### config.mk
export PLATFORM = sky130hd
export DESIGN_NAME = icache_dm
export DESIGN_NICKNAME = d
export VERILOG_FILES = /design/src/rtl/icache_pkg.sv /design/src/rtl/icache_refill_fsm.sv /design/src/rtl/icache_dm.sv
export SDC_FILE = /design/constraint.sdc
export NUM_CORES = 2
export LEC_CHECK = 0
export ABC_AREA = 0
export BUFFER_PORTS_ARGS = -buffer_cell sky130_fd_sc_hd__buf_2
export CAP_MARGIN = 20
export CORE_ASPECT_RATIO = 0.9
export CORE_MARGIN = 8
export CORE_UTILIZATION = 56
export DETAILED_ROUTE_END_ITERATION = 6
export PLACE_DENSITY = 0.78
export SETUP_SLACK_MARGIN = 0.15
export SLEW_MARGIN = 30
export SYNTH_ARGS = -nofsm -noshare
export SYNTH_HDL_FRONTEND = slang
export SYNTH_SLANG_ARGS = --single-unit
### constraint.sdc
create_clock -name clk -period 4.1 [get_ports clk]
set_input_delay 0 -clock clk [delete_from_list [all_inputs] [get_ports clk]]
set_output_delay 0 -clock clk [all_outputs]
set_load 0.02 [all_outputs]
### src/rtl/icache_pkg.sv
// Shared definitions for the direct-mapped instruction cache: refill state
// encoding, address-field width helpers and ROM beat constants.
package icache_pkg;

  localparam int ADDR_W     = 32;
  localparam int WORD_W     = 32;
  localparam int BEAT_BYTES = 4;

  typedef enum logic [1:0] {
    IDLE      = 2'd0,
    REFILL    = 2'd1,
    FILL_DONE = 2'd2
  } state_e;

  // Width of the word-offset field inside a line.
  function automatic int off_bits(input int line_words);
    return $clog2(line_words);
  endfunction

  // Width of the line-index field.
  function automatic int idx_bits(input int lines);
    return $clog2(lines);
  endfunction

  // Width of the tag: everything above offset and index, excluding the byte bits.
  function automatic int tag_bits(input int lines, input int line_words);
    return ADDR_W - 2 - $clog2(lines) - $clog2(line_words);
  endfunction

endpackage

### src/rtl/icache_refill_fsm.sv
// Refill sequencer for icache_dm: state register, beat counter, line base
// latch, deferred fence and the ROM request/address handshake.
module icache_refill_fsm
  import icache_pkg::*;
#(
  parameter int LINE_WORDS = 4
) (
  input  logic                              clk,
  input  logic                              rst,
  input  logic                              start,
  input  logic [ADDR_W-1:0]                 start_base,
  input  logic                              fence_i,
  input  logic                              rom_ready,
  output state_e                            state,
  output logic [$clog2(LINE_WORDS)-1:0]     beat,
  output logic [ADDR_W-1:0]                 base,
  output logic                              beat_we,
  output logic                              last_beat,
  output logic                              inval_all,
  output logic                              rom_req,
  output logic [ADDR_W-1:0]                 rom_addr
);

  localparam int OFF_W = off_bits(LINE_WORDS);

  state_e             state_r;
  state_e             state_s;
  logic [OFF_W-1:0]   beat_r;
  logic [ADDR_W-1:0]  base_r;
  logic [ADDR_W-1:0]  rom_addr_r;
  logic               rom_req_r;
  logic               fence_pend_r;
  logic               last_s;

  assign last_s    = (beat_r == OFF_W'(LINE_WORDS - 1));
  assign state     = state_r;
  assign beat      = beat_r;
  assign base      = base_r;
  assign rom_req   = rom_req_r;
  assign rom_addr  = rom_addr_r;
  assign last_beat = last_s;
  assign beat_we   = (state_r == REFILL) && rom_ready;

  // A fence seen in IDLE clears at once; a deferred one clears as we re-enter IDLE,
  // which also drops the line that was just filled.
  always_comb begin
    inval_all = 1'b0;
    case (state_r)
      IDLE:      inval_all = fence_i;
      FILL_DONE: inval_all = fence_pend_r || fence_i;
      default:   inval_all = 1'b0;
    endcase
  end

  // Next-state selection for the refill sequence.
  always_comb begin
    state_s = state_r;
    case (state_r)
      IDLE: begin
        if (start) state_s = REFILL;
        else       state_s = IDLE;
      end
      REFILL: begin
        if (rom_ready && last_s) state_s = FILL_DONE;
        else                     state_s = REFILL;
      end
      FILL_DONE: state_s = IDLE;
      default:   state_s = IDLE;
    endcase
  end

  // State, beat counter, base latch, pending fence and ROM handshake registers.
  always_ff @(posedge clk) begin
    if (rst) begin
      state_r      <= IDLE;
      beat_r       <= '0;
      base_r       <= '0;
      rom_req_r    <= 1'b0;
      rom_addr_r   <= '0;
      fence_pend_r <= 1'b0;
    end else begin
      state_r <= state_s;
      case (state_r)
        IDLE: begin
          fence_pend_r <= 1'b0;
          if (start) begin
            base_r     <= start_base;
            beat_r     <= '0;
            rom_req_r  <= 1'b1;
            rom_addr_r <= start_base;
          end
        end
        REFILL: begin
          if (fence_i) fence_pend_r <= 1'b1;
          if (rom_ready) begin
            beat_r <= beat_r + OFF_W'(1);
            if (last_s) rom_req_r  <= 1'b0;
            else        rom_addr_r <= rom_addr_r + 32'd4;
          end
        end
        FILL_DONE: fence_pend_r <= 1'b0;
        default: begin
          rom_req_r    <= 1'b0;
          fence_pend_r <= 1'b0;
        end
      endcase
    end
  end

endmodule

### src/rtl/icache_dm.sv
// Direct-mapped read-only instruction cache. Hits are served in the same
// cycle; misses refill a whole line beat-by-beat from the instruction ROM.
// Optional hit/miss counters are built when ICACHE_PERF_EN is defined.
module icache_dm
  import icache_pkg::*;
#(
  parameter int LINES      = 16,
  parameter int LINE_WORDS = 4
) (
  input  logic        clk,
  input  logic        rst,
  input  logic        fetch_req_i,
  input  logic [31:0] fetch_addr_i,
  input  logic        fence_i_i,
  output logic [31:0] inst_o,
  output logic        icache_ready_o,
  output logic        rom_req_o,
  output logic [31:0] rom_addr_o,
  input  logic [31:0] rom_data_i,
  input  logic        rom_ready_i
`ifdef ICACHE_PERF_EN
  ,
  output logic [31:0] perf_hit_o,
  output logic [31:0] perf_miss_o
`endif
);

  localparam int OFF_W = off_bits(LINE_WORDS);
  localparam int IDX_W = idx_bits(LINES);
  localparam int TAG_W = tag_bits(LINES, LINE_WORDS);

  logic [LINES-1:0]  valid_r;
  logic [TAG_W-1:0]  tag_r  [LINES];
  logic [WORD_W-1:0] data_r [LINES][LINE_WORDS];

  logic [OFF_W-1:0]  off_s;
  logic [IDX_W-1:0]  idx_s;
  logic [TAG_W-1:0]  tag_s;
  logic [IDX_W-1:0]  rf_idx_s;
  logic [TAG_W-1:0]  rf_tag_s;
  logic [31:0]       line_base_s;
  logic [31:0]       base_s;
  logic [OFF_W-1:0]  beat_s;
  state_e            state_s;
  logic              hit_s;
  logic              idle_s;
  logic              miss_s;
  logic              beat_we_s;
  logic              last_beat_s;
  logic              inval_all_s;
  logic              unused_s;

  assign off_s       = fetch_addr_i[2 +: OFF_W];
  assign idx_s       = fetch_addr_i[2 + OFF_W +: IDX_W];
  assign tag_s       = fetch_addr_i[31 -: TAG_W];
  assign line_base_s = {fetch_addr_i[31:OFF_W+2], {(OFF_W+2){1'b0}}};
  assign rf_idx_s    = base_s[2 + OFF_W +: IDX_W];
  assign rf_tag_s    = base_s[31 -: TAG_W];
  assign unused_s    = ^{fetch_addr_i[1:0], base_s[OFF_W+1:0]};

  assign idle_s = (state_s == IDLE);
  assign hit_s  = valid_r[idx_s] && (tag_r[idx_s] == tag_s);
  assign miss_s = idle_s && fetch_req_i && !hit_s && !fence_i_i;

  icache_refill_fsm #(.LINE_WORDS(LINE_WORDS)) u_refill (
    .clk        (clk),
    .rst        (rst),
    .start      (miss_s),
    .start_base (line_base_s),
    .fence_i    (fence_i_i),
    .rom_ready  (rom_ready_i),
    .state      (state_s),
    .beat       (beat_s),
    .base       (base_s),
    .beat_we    (beat_we_s),
    .last_beat  (last_beat_s),
    .inval_all  (inval_all_s),
    .rom_req    (rom_req_o),
    .rom_addr   (rom_addr_o)
  );

  // IF may proceed only in IDLE without a fence, when idle or hitting.
  always_comb begin
    icache_ready_o = 1'b0;
    if (rst)                        icache_ready_o = 1'b0;
    else if (idle_s && !fence_i_i)  icache_ready_o = !fetch_req_i || hit_s;
    else                            icache_ready_o = 1'b0;
  end

  // Zero-latency read of the addressed word; forced to zero during reset.
  always_comb begin
    inst_o = 32'd0;
    if (rst) inst_o = 32'd0;
    else     inst_o = data_r[idx_s][off_s];
  end

  // Valid bits: fence clears all, a miss drops its line, the last beat revalidates it.
  always_ff @(posedge clk) begin
    if (rst)                            valid_r <= '0;
    else if (inval_all_s)               valid_r <= '0;
    else if (miss_s)                    valid_r[idx_s] <= 1'b0;
    else if (beat_we_s && last_beat_s)  valid_r[rf_idx_s] <= 1'b1;
  end

  // Tag is written together with the final beat of the line.
  always_ff @(posedge clk) begin
    if (beat_we_s && last_beat_s) tag_r[rf_idx_s] <= rf_tag_s;
  end

  // Each accepted ROM beat lands in the line being refilled.
  always_ff @(posedge clk) begin
    if (beat_we_s) data_r[rf_idx_s][beat_s] <= rom_data_i;
  end

`ifdef ICACHE_PERF_EN
  // Hit/miss event counters, sampled once per IDLE fetch cycle.
  always_ff @(posedge clk) begin
    if (rst) begin
      perf_hit_o  <= 32'd0;
      perf_miss_o <= 32'd0;
    end else if (idle_s && fetch_req_i) begin
      if (hit_s) perf_hit_o  <= perf_hit_o + 32'd1;
      else       perf_miss_o <= perf_miss_o + 32'd1;
    end
  end
`endif

endmodule
==> summary.md <==
| Metric | Value |
|---|---|
| Worst Skew | `0.06697 ns` |
| Termination of the worst setup path | `icache_ready_o` |
| Worst-path clk slew | `0.06 ns` |
| DPL Wire Length | `130.0 mm` |
| Area grow syn2layout | `13.85%` |
| Fin crit period | `3.847 ns` |
| Drt wl/cell | `35.58 um` |
| Die height | `411.2 um` |
| Synthesized cell area | `just under 0.1 mm^2` |
| Most common cell on crit path | `mux2i_1` |
| Drt first-iter violations | `7547` |
| VDD IR max | `roughly 0.46 mV` |
| Clock Sinks | `about 2500` |
| Via count | `49160` |
| Via density | `6.890` |
| CTS Buf Count | `228` |
| Crit path buffers/inverters | `1` |
| Ports | `roughly 140` |
| Worst-path maximum fanout | `2` |
| Inst Count DP | `between 6000 and 7000` |
| Final nets | `4723` |
| # rows | `145` |
| Worst slew pin tran | `1.064 ns` |
| Crit path max-delay family | `compound AO/OA/AOI/OAI gates` |
| ANT nets after route | `0` |
| YS warnings | `0` |
| Initial antenna violation count | `9` |
| Critical path, cell by cell | `mux4_2 -> mux2i_1 -> mux2i_1 -> xnor2_1 -> o2111ai_2 -> a2111oi_4 -> and2_1 -> nand2_1 -> a21oi_1 -> buf_2` |
| Most numerous cell in the Yosys netlist | `edfxtp_1` |
| Setup crit end kind | `output port` |
| Worst setup SP type | `register` |
| Largest net degree at the start of global routing | `112` |
| Most area-hungry cell type in the Yosys netlist | `edfxtp_1` |
| Flops & latches, synth | `2512` |
| Leak | `34.91 nW` |
| Ys flop type | `edfxtp_1` |
| Final Hold Vio Count | `0` |
| WL met1 | `88.54 mm` |
| All-Layer GR Usage | `26.86%` |
| Critical path required time | `4.10 ns` |
| Later-pin clock latency in the skew report | `0.89 ns` |
| Port buffer count | `130` |
| H-tree depth | `4` |
| Async S/R FF share, synth | `0%` |
| Vias in the first global route | `50220` |
| Slew headroom | `between 20% and 30%` |
| Total iterations of the first detailed-routing run | `7` |
| Fin. max-slew vios | `0` |
| Fmax | `259.9 MHz` |
| Critical Path Source | `tag_r[3][22]` |
| FF-to-FF End | `u_refill.rom_addr[30]` |
| Kind of critical path | `register to output port` |
| Power per cell area | `~470 mW/mm^2` |
| Worst r2r src | `u_refill.rom_addr[2]` |
| Total die area | `0.1871 mm^2` |
| Reg2Reg Setup Slack | `0.30 ns` |
| Max_cap viols | `0` |
| Unrepaired setup endpoints after global routing | `false` |
| Status | `completed` |
| Post-CTS Setup Bufs | `0` |
| # fillers | `10610` |
| EDFF count, synth | `2432` |
| Top Layer Used | `met5` |
| Design Power | `52.41 mW` |
| Commonest cells in the netlist | `edfxtp_1 (2432), mux4_2 (723), clkbuf_1 (127), mux2i_1 (108), nor2_1 (100)` |
| First-pass GRT wire length | `360.4 mm` |
| Maximum root-to-sink buffer count | `3` |
| Worst path depth | `10` |
| Top cells by area, synth | `edfxtp_1 (75%), mux4_2 (17%), dfxtp_1 (1.6%)` |
| DIE WIDTH | `around 460 um` |
| Tightest Hold Check Type | `primary input to register` |
| Post-synth top area share | `between 70% and 80%` |
| Fin crit share | `93.84%` |
| WL met3 | `28.70 mm` |
| GR Overflow Total | `0` |
| Total wire length | `253.9 mm` |
| Starting density of the core | `between 50% and 60%` |
| CP max stage cell | `mux4_2` |
| Cell count of the worst reg-to-reg path | `9` |
| Sequential fraction of the synthesis area | `76.81%` |
| Mapped Cells | `4257` |
| Final Wtd Congestion | `0.8436` |
| Core Region | `0.1729 mm^2` |
| Synth unique cells | `74` |
| Crit path DAT | `just under 4 ns` |
| Clock root cell | `clkbuf_16` |
| Met2 WL post-DR | `about 120 mm` |
| Final setup viols | `0` |
| Fin cells | `7134` |
| Synth Area per Inst | `22.83 um^2` |
| DR DRC count | `0` |
| Setup tns final | `0 ns` |
| Layout cells sized above 1 | `30.92%` |
| CP max stage delay | `about 0.47 ns` |
| TritonCTS clock tree | `done` |
timing repair:
item                                    CTS  global route
setup endpoints to repair                 0             4
endpoints found under the hold margin  2125             1
gates resized for setup                   0             2
hold buffers                             83             1
area by class of cell:
| class | count | area [um^2] | area share [%] |
|---|---|---|---|
| flip-flops and latches | 2512 | 74630 | 67.46 |
| multi-input cells | 1483 | 21940 | 19.83 |
| clock buffers | 290 | 5988 | 5.413 |
| repair buffers | 406 | 3672 | 3.319 |
| well taps | 2278 | 2850 | 2.576 |
| clock inverters | 143 | 1461 | 1.321 |
| inverters | 18 | 76.32 | 0.06899 |
| diodes | 4 | 10.01 | 0.009048 |
worst min-delay path: stages:
cell and delay, ns:
dlygate4sd3_1 0.53, buf_2 0.21, a31o_2 0.17
report_power, final:
part	switching (mW)	leakage (nW)	internal, mW
combinational	1.69	8.63	1.16
sequential	0.134	22.7	28.2
clock	9.58	3.61	11.6
total	11.4	34.9	41.0
registers in the layout, indices dropped and copies added, names as in the netlist, 2 cells and up:
signal and count:
data_r 2048, tag_r 384, u_refill.base 28, u_refill.beat 2
u_refill.rom_addr 30, u_refill.state 2, valid_r 16
cells by family after synthesis:
kind of cell | count (synthesis) | share of synthesized area [%]
other | 1 | 0.003859
AOI/OAI and AO/OA | 257 | 1.894
xor gates and xnor gates | 18 | 0.1623
buffers and inverters | 263 | 1.155
DFF | 2512 | 76.81
adders and majority gates | 5 | 0.06438
muxes | 844 | 18.02
and+or+nand+nor | 357 | 1.893
worst min path at each step:
stage                     startpoint                 to  slack [ns]  cells after the start
floorplan              rom_data_i[0]       data_r[0][0]         0.1                      0
global placement    fetch_addr_i[30]  u_refill.base[30]        0.29                      2
detailed placement  fetch_addr_i[30]  u_refill.base[30]        0.30                      2
CTS                  fetch_addr_i[5]         valid_r[1]      0.0007                      3
global route        fetch_addr_i[16]  u_refill.base[16]        0.04                      3
finish              fetch_addr_i[18]  u_refill.base[18]        0.07                      3
cell usage in the layout (no fill, tap or decap), types with 47 or more instances in the layout:
cell	synthesis	routed
clkbuf_1	127	57
mux4_2	723	723
edfxtp_1	2432	2432
mux2i_1	108	108
buf_4	10	174
clkinv_2	0	49
buf_2	38	95
dlygate4sd3_1	0	84
a21oi_1	47	47
clkinv_1	2	49
nor2_4	0	64
nand2_1	71	71
clkbuf_16	0	228
dfxtp_1	80	80
per-stage QoR:
stage	utilization, %	setup WS (ns)	instance area, um^2	hold WS, ns
2_1_floorplan	-	0.005512	97170	0.09887
3_3_place_gp	59.08	0.5398	102200	0.2915
3_5_place_dp	59.12	0.5223	102200	0.3034
4_1_cts	63.91	0.1742	110500	0.0007208
5_1_grt	63.98	0.1608	110600	0.03903
6_report	63.99	0.2525	110600	0.06917
metal layers:
| layer | vias to the layer above | global-route usage (%) |
|---|---|---|
| met5 | - | 0 |
| met4 | 8 | 11.53 |
| met3 | 721 | 5.901 |
| met2 | 3713 | 43.57 |
| met1 | 25690 | 35.59 |
| li1 | 19030 | - |
Power figures use the tool's default switching activity.
